<file path="config.mk">
export PLATFORM = sky130hd
export DESIGN_NAME = stopwatch_controller
export DESIGN_NICKNAME = d
export VERILOG_FILES = /design/src/rtl/stopwatch_controller.sv
export SDC_FILE = /design/constraint.sdc
export NUM_CORES = 1
export LEC_CHECK = 0
export BUFFER_PORTS_ARGS = -buffer_cell sky130_fd_sc_hd__buf_2
export CAP_MARGIN = 20
export CELL_PAD_IN_SITES_DETAIL_PLACEMENT = 0
export CELL_PAD_IN_SITES_GLOBAL_PLACEMENT = 1
export CORE_MARGIN = 5
export CORE_UTILIZATION = 41
export DETAILED_ROUTE_END_ITERATION = 16
export PLACE_DENSITY_LB_ADDON = 0.1
export SLEW_MARGIN = 30
export SYNTH_ARGS = -nofsm -noshare
export SYNTH_HDL_FRONTEND = slang
export SYNTH_SLANG_ARGS = --single-unit
export TNS_END_PERCENT = 5
</file>
<file path="constraint.sdc">
create_clock -name clk -period 1.75 [get_ports clk]
set_input_delay 0.525 -clock clk [delete_from_list [all_inputs] [get_ports clk]]
set_output_delay 0.525 -clock clk [all_outputs]
set_load 0.05 [all_outputs]
</file>
<file path="src/rtl/stopwatch_controller.sv">
`default_nettype none
// +----------------------------------------------------------------------------+
// | Module  : stopwatch_controller                                             |
// | Purpose : Run-control FSM for the DE0 stopwatch: gated tick prescaler,     |
// |           counter clear pulse and lap display-freeze control.              |
// | Config  : `define STOPWATCH_LAP_EN to build the LAP state / display_hold.  |
// | Revision: 1.0  initial release                                             |
// +----------------------------------------------------------------------------+
module stopwatch_controller #(
    parameter int CLK_FREQ_HZ  = 50000000,
    parameter int TICK_FREQ_HZ = 100
) (
    input  logic clk,
    input  logic async_reset,
    input  logic start_stop_pulse,
    input  logic lap_pulse,
    input  logic clear_pulse,
    output logic tick,
    output logic count_clear,
    output logic display_hold,
    output logic running
);

    localparam int DIV = CLK_FREQ_HZ / TICK_FREQ_HZ;
    localparam int PW  = (DIV >= 2) ? $clog2(DIV) : 1;
    localparam logic [PW-1:0] C_PRESC_MAX = PW'(DIV - 1);

    generate
        if ((DIV < 2) || ((CLK_FREQ_HZ % TICK_FREQ_HZ) != 0)) begin : g_bad_div
            $error("stopwatch_controller: CLK_FREQ_HZ/TICK_FREQ_HZ must be an integer >= 2");
        end
    endgenerate

    typedef enum logic [1:0] {
        ST_IDLE  = 2'd0,
        ST_RUN   = 2'd1,
        ST_PAUSE = 2'd2
`ifdef STOPWATCH_LAP_EN
        ,ST_LAP  = 2'd3
`endif
    } state_t;

    state_t        state_q, state_d;
    logic [PW-1:0] presc_q, presc_d;
    logic          tick_q, tick_d;
    logic          clear_q, clear_d;
    logic          w_running;
    logic          w_wrap;

    always_comb begin
        state_d = state_q;
        case (state_q)
            ST_IDLE:  if (start_stop_pulse) state_d = ST_RUN;
            ST_RUN: begin
                if (start_stop_pulse) state_d = ST_PAUSE;
`ifdef STOPWATCH_LAP_EN
                else if (lap_pulse)   state_d = ST_LAP;
`endif
            end
            ST_PAUSE: begin
                if (clear_pulse)           state_d = ST_IDLE;
                else if (start_stop_pulse) state_d = ST_RUN;
            end
`ifdef STOPWATCH_LAP_EN
            ST_LAP: begin
                if (start_stop_pulse) state_d = ST_PAUSE;
                else if (lap_pulse)   state_d = ST_RUN;
            end
`endif
            default:  state_d = ST_IDLE;
        endcase
    end

`ifdef STOPWATCH_LAP_EN
    assign w_running    = (state_q == ST_RUN) || (state_q == ST_LAP);
    assign display_hold = (state_q == ST_LAP);
`else
    logic unused_lap_pulse;
    assign unused_lap_pulse = lap_pulse;
    assign w_running        = (state_q == ST_RUN);
    assign display_hold     = 1'b0;
`endif

    // A wrap on the edge that leaves RUN still issues its tick: that period was counted.
    assign w_wrap = w_running && (presc_q == C_PRESC_MAX);

    always_comb begin
        presc_d = presc_q;
        if ((state_d == ST_IDLE) && (state_q != ST_IDLE)) begin
            presc_d = '0;
        end else if (w_wrap) begin
            presc_d = '0;
        end else if (w_running) begin
            presc_d = presc_q + PW'(1);
        end
        tick_d  = w_wrap;
        clear_d = (state_q == ST_PAUSE) && (state_d == ST_IDLE);
    end

    always_ff @(posedge clk or negedge async_reset) begin
        if (!async_reset) begin
            state_q <= ST_IDLE;
            presc_q <= '0;
            tick_q  <= 1'b0;
            clear_q <= 1'b0;
        end else begin
            state_q <= state_d;
            presc_q <= presc_d;
            tick_q  <= tick_d;
            clear_q <= clear_d;
        end
    end

    assign tick        = tick_q;
    assign count_clear = clear_q;
    assign running     = w_running;

endmodule
`default_nettype wire

</file>
# Yosys cells after proc, flatten, opt, wreduce, memory -nomap -nowiden
# Cells that the tools add are included.
# W data, S select, Z words.
[totals]
reg_bits = 23
out_inout_bits = 4
[op_classes]
add_sub_neg = 1
n_eq_ne = 3
mux = 7
reduce_logical = 7
[ops]
columns = ["cell", "n"]
rows = [
  ["$mux W19", 3],
  ["$add A19 B1 Y19 const B", 1],
  ["$eq A19 B19 Y1 const B", 1],
  ["$mux W2", 3],
  ["$pmux W2 S3", 1],
  ["$logic_not A2 Y1", 2],
  ["$logic_and A1 B1 Y1", 3],
  ["$reduce_bool A3 Y1", 1],
  ["$eq A2 B1 Y1 const B", 1],
  ["$eq A2 B2 Y1 const B", 1],
  ["$reduce_bool A2 Y1", 1],
]

# Depth between registers and ports, before layout
[logic_depth]
ltp_word = 6
depth_mapped = 7
mapped_depth_nobuf = 6

# Worst setup path before layout
# OpenSTA, ideal clock, no wires.
[synth_path]
path_type = "register -> register"
start = "register presc_q[0]"
end = "register presc_q[15]"
setup_time_ns = 0.126
t_arrival_ns = 1.718
setup_slack_ns = -0.094
stages_incl_launch_ff = 8
synth_period_minus_slack_ns = 1.844
cell_sequence = "dfrtp_1 -> ha_1 -> nand4_2 -> or4_4 -> o21a_4 -> buf_6 -> a21oi_2 -> mux2i_1"
[synth_via]
elab_chain_cells = 4
[synth_rtl]
columns = ["item", "line_no", "rtl"]
rows = [
  ["start, declared", "44", "logic [PW-1:0] presc_q, presc_d;"],
  ["start signal, assigned", "108", "presc_q <= presc_d;"],
  ["$add A19 B1 Y19 or $eq A19 B19 Y1 (tied branches)", "94, 85", ""],
  ["$mux W19 or $logic_and A1 B1 Y1 (tied branches)", "93, 85", ""],
  ["$mux W19", "91", "end else if (w_wrap) begin"],
  ["$mux W19", "89", "if ((state_d == ST_IDLE) && (state_q != ST_IDLE)) begin"],
]
# Several ways; a longest one is shown, not always the timed one. The select of a mux whose other input is x is not followed.
# A chain may end at the register's enable or synchronous reset.

# Final worst setup path
# Same ends and word-level chain as after synthesis.

==> key figures <==
Outcome
  • Status: finished with violations
  • Failing checks: setup timing

STA
  • Setup TNS: -0.443 ns
  • Final setup violation count: 8
  • Unrepaired setup endpoints after global routing: true
  • Maximum clock skew at final layout: ~0.0053 ns
  • Fin. Hold Viols: 0
  • Period utilization: 1.04
  • Slew margin rel.: 0.645
  • Final slew viol count: 0
  • Min Tclk post-route: ~1.8 ns
  • Max Freq: 549 MHz
  • PnR worst setup slack: -0.0710 ns
  • Slew @ Worst Pin: ~0.53 ns

Worst setup path
  • CP arrival: 2.04 ns
  • Setup crit start kind: flop
  • Kind of critical path: reg2reg
  • Slowest CP cell: or4_4
  • Crit-path max FO: 7
  • CP Cell Sequence: ha_2 -> nand4_2 -> or4_4 -> o21a_4 -> buf_4 -> a21oi_2 -> mux2i_1
  • Crit. End Element: flop
  • CP required: 1.96 ns
  • Worst path max stage delay: 0.44 ns
  • Crit path buffers/inverters: 1
  • Top cell family by delay on the critical path: simple AND/OR/NAND/NOR gates

Route
  • Vias: 1183
  • Routed vias/inst: about 5.4
  • 1st-pass router iterations: 4
  • WL per Instance: 14.4 um
  • # DRC: 0
  • Initial DRC count: 50
  • Total Wirelength: 3.16 mm
  • Final ANT Viol Nets: 0

Synth
  • Post-synth net total: 153
  • Register bit total from synthesis: 23
  • Synth area leaders: dfrtp_1 (43%), nand2_1 (6.7%), nand3_1 (4.5%)
  • Syn Area/Cell: 9.13 um^2
  • Synthesized area: around 0.0013 mm^2
  • Cell variety after synth: 38
  • Part of the Yosys area used for sequential elements: 0.429
  • Largest area contributor in the netlist: dfrtp_1
  • Number of synthesized flops with an enable pin: 0
  • Share of the synthesized area in the top cell type: 0.429
  • Post-synthesis cell count: ~150
  • Main synth FF type: dfrtp_1
  • Warnings, synthesis: 0
  • FFs w/ async S/R, synth: 1.00

Clocking
  • Clock sinks: 23
  • Clk slew on worst S/H paths: around 0.14 ns
  • Worst-skew pair later-pin latency: 0.32 ns
  • H-tree depth: 1
  • Num CTS Buffers: 3
  • CTS tree: yes
  • Cts hold-fix bufs: 0
  • Clk buf depth: 2
  • CTS root buf: clkbuf_4

Place
  • Final HPWL DP: between 2 and 2.5 mm
  • GPL Wtd Cong: 0.764
  • Placed cells: 215
  • PortBufs: 6

GRT
  • Antenna violations before repair: 0
  • Gr ovfl total: 0
  • Largest net degree at the start of global routing: 24
  • First-pass GRT wire length: 5.64 mm
  • Vias in the first global route: 1172
  • Total track usage: 0.166

Floorplan
  • Site Rows: 20
  • Initial core utilization: 0.433
  • Core Region: 0.00310 mm^2
  • Die Y: 67.2 um
  • Total die area: 0.00452 mm^2
  • Die Wd: 67.2 um
  • I/O Pins: 9

Worst hold path
  • Worst Hold Class: in2async

Final layout
  • Syn-to-layout area delta: 23.1%
  • Post-Layout Cell Count: 220
  • Number of diodes: 0
  • Post-layout nets: 183
  • Share of layout cells above drive strength 1: 0.301
  • Fillers: 314
  • Post-layout util: 0.533

Pwr
  • Leak: 0.748 nW
  • Total Power: 1.69 mW
  • P per Cell Area: between 1000 and 1500 mW/mm^2
  • Maximum VDD drop: a little over 0.5 mV

Flow run
  • Max Cap Violations: 0
-- worst reg2reg max path, delay by kind of cell, from the launching register on --
kind / cells / cell delay (ns)
AOI/OAI and AO/OA: 2 / 0.35
adders and majority gates: 1 / 0.20
buffers and inverters: 1 / 0.15
DFF: 1 / 0.39
muxes: 1 / 0.08
and+or+nand+nor: 2 / 0.56
-- cell families after synthesis --
group,synth area share
compound gates,0.138
other cells,0.00279
buf+inv,0.0624
fa+ha+maj,0.00932
mux,0.0373
flops,0.429
simple gates,0.322
-- placed cells by master, fill, tap and decap left out, types with 4 or more instances in the layout --
| master | n |
|---|---|
| nand2_1 | 24 |
| buf_4 | 23 |
| dfrtp_1 | 22 |
| nand3_1 | 12 |
| o21ai_0 | 8 |
| nand4_1 | 7 |
| and3_1 | 5 |
| mux2i_1 | 5 |
| a21oi_2 | 5 |
| buf_2 | 5 |
| a21oi_1 | 4 |
| nor4b_1 | 4 |
| a21o_1 | 4 |
| inv_1 | 4 |
| or3_1 | 4 |
-- what timing repair did --
action / CTS / global route
setup endpoints to repair: 8 / 13
pin swaps: 2 / 2
setup buffers: 1 / 0
resized for setup: 7 / 6
-- cells in the mapped netlist, types with 2 or more instances --
cell type / count
o21ai_0: 9
a21oi_1: 5
o211ai_1: 2
buf_4: 3
or4_1: 2
and3_2: 2
nand3_1: 12
or3_1: 4
mux2i_1: 5
buf_6: 3
inv_1: 4
nor4b_1: 4
a21oi_2: 4
a21o_1: 4
dfrtp_1: 23
nor3_1: 3
nand2_1: 24
and3_1: 5
nor2_1: 4
nand4_1: 7
-- state kept, by name, indices dropped and copies added, names as in the netlist --
name	cells
count_clear	1
tick	1
presc_q	19
state_q	2
-- power breakdown --
part	internal, mW	switching, mW
Sequential	0.625	0.0913
Clock	0.0872	0.176
Combinational	0.327	0.383
-- metrics by stage --
step	instance area, um^2	setup WS (ns)	hold slack [ns]
after detailed placement	1570	-0.0825	0.539
after global routing	1650	-0.147	0.192
final	1650	-0.0710	0.165
after floorplan	1350	-0.0388	0.229
after CTS	1630	-0.0722	0.172
after global placement	1570	-0.0694	0.527
-- layout make-up --
class	count	area [um^2]	share of cell area
clock inverter	1	7.51	0.00454
sequential	23	577	0.349
inverter	5	31.3	0.0189
clock buffer	3	22.5	0.0136
timing repair buffer	32	255	0.154
tap	44	55.1	0.0333
multi-input combinational	112	704	0.426
-- worst paths after layout --
kind	slack [ns]	cells past startpoint	startpoint	endpoint
setup reg to reg	-0.07	7	presc_q[0]$_DFFE_PN0P_	presc_q[15]$_DFFE_PN0P_
min in group clk	0.42	2	start_stop_pulse	state_q[0]$_DFF_PN0_
hold / removal	0.17	1	async_reset	presc_q[7]$_DFFE_PN0P_
max in group asynchronous	1.20	1	async_reset	state_q[0]$_DFF_PN0_
hold reg to reg	0.58	2	presc_q[18]$_DFFE_PN0P_	presc_q[18]$_DFFE_PN0P_
setup / recovery	-0.07	7	presc_q[0]$_DFFE_PN0P_	presc_q[15]$_DFFE_PN0P_
-- per-layer routing --
layer	GRT usage	share of wire	vias to the layer above
met1	0.225	0.50	573
met3	0.0200	0.031	2
met5	0	0	-
met2	0.275	0.47	14
met4	0.0532	0.0057	0
li1	-	-	594
Note: power is estimated with default switching activity, not from simulation.
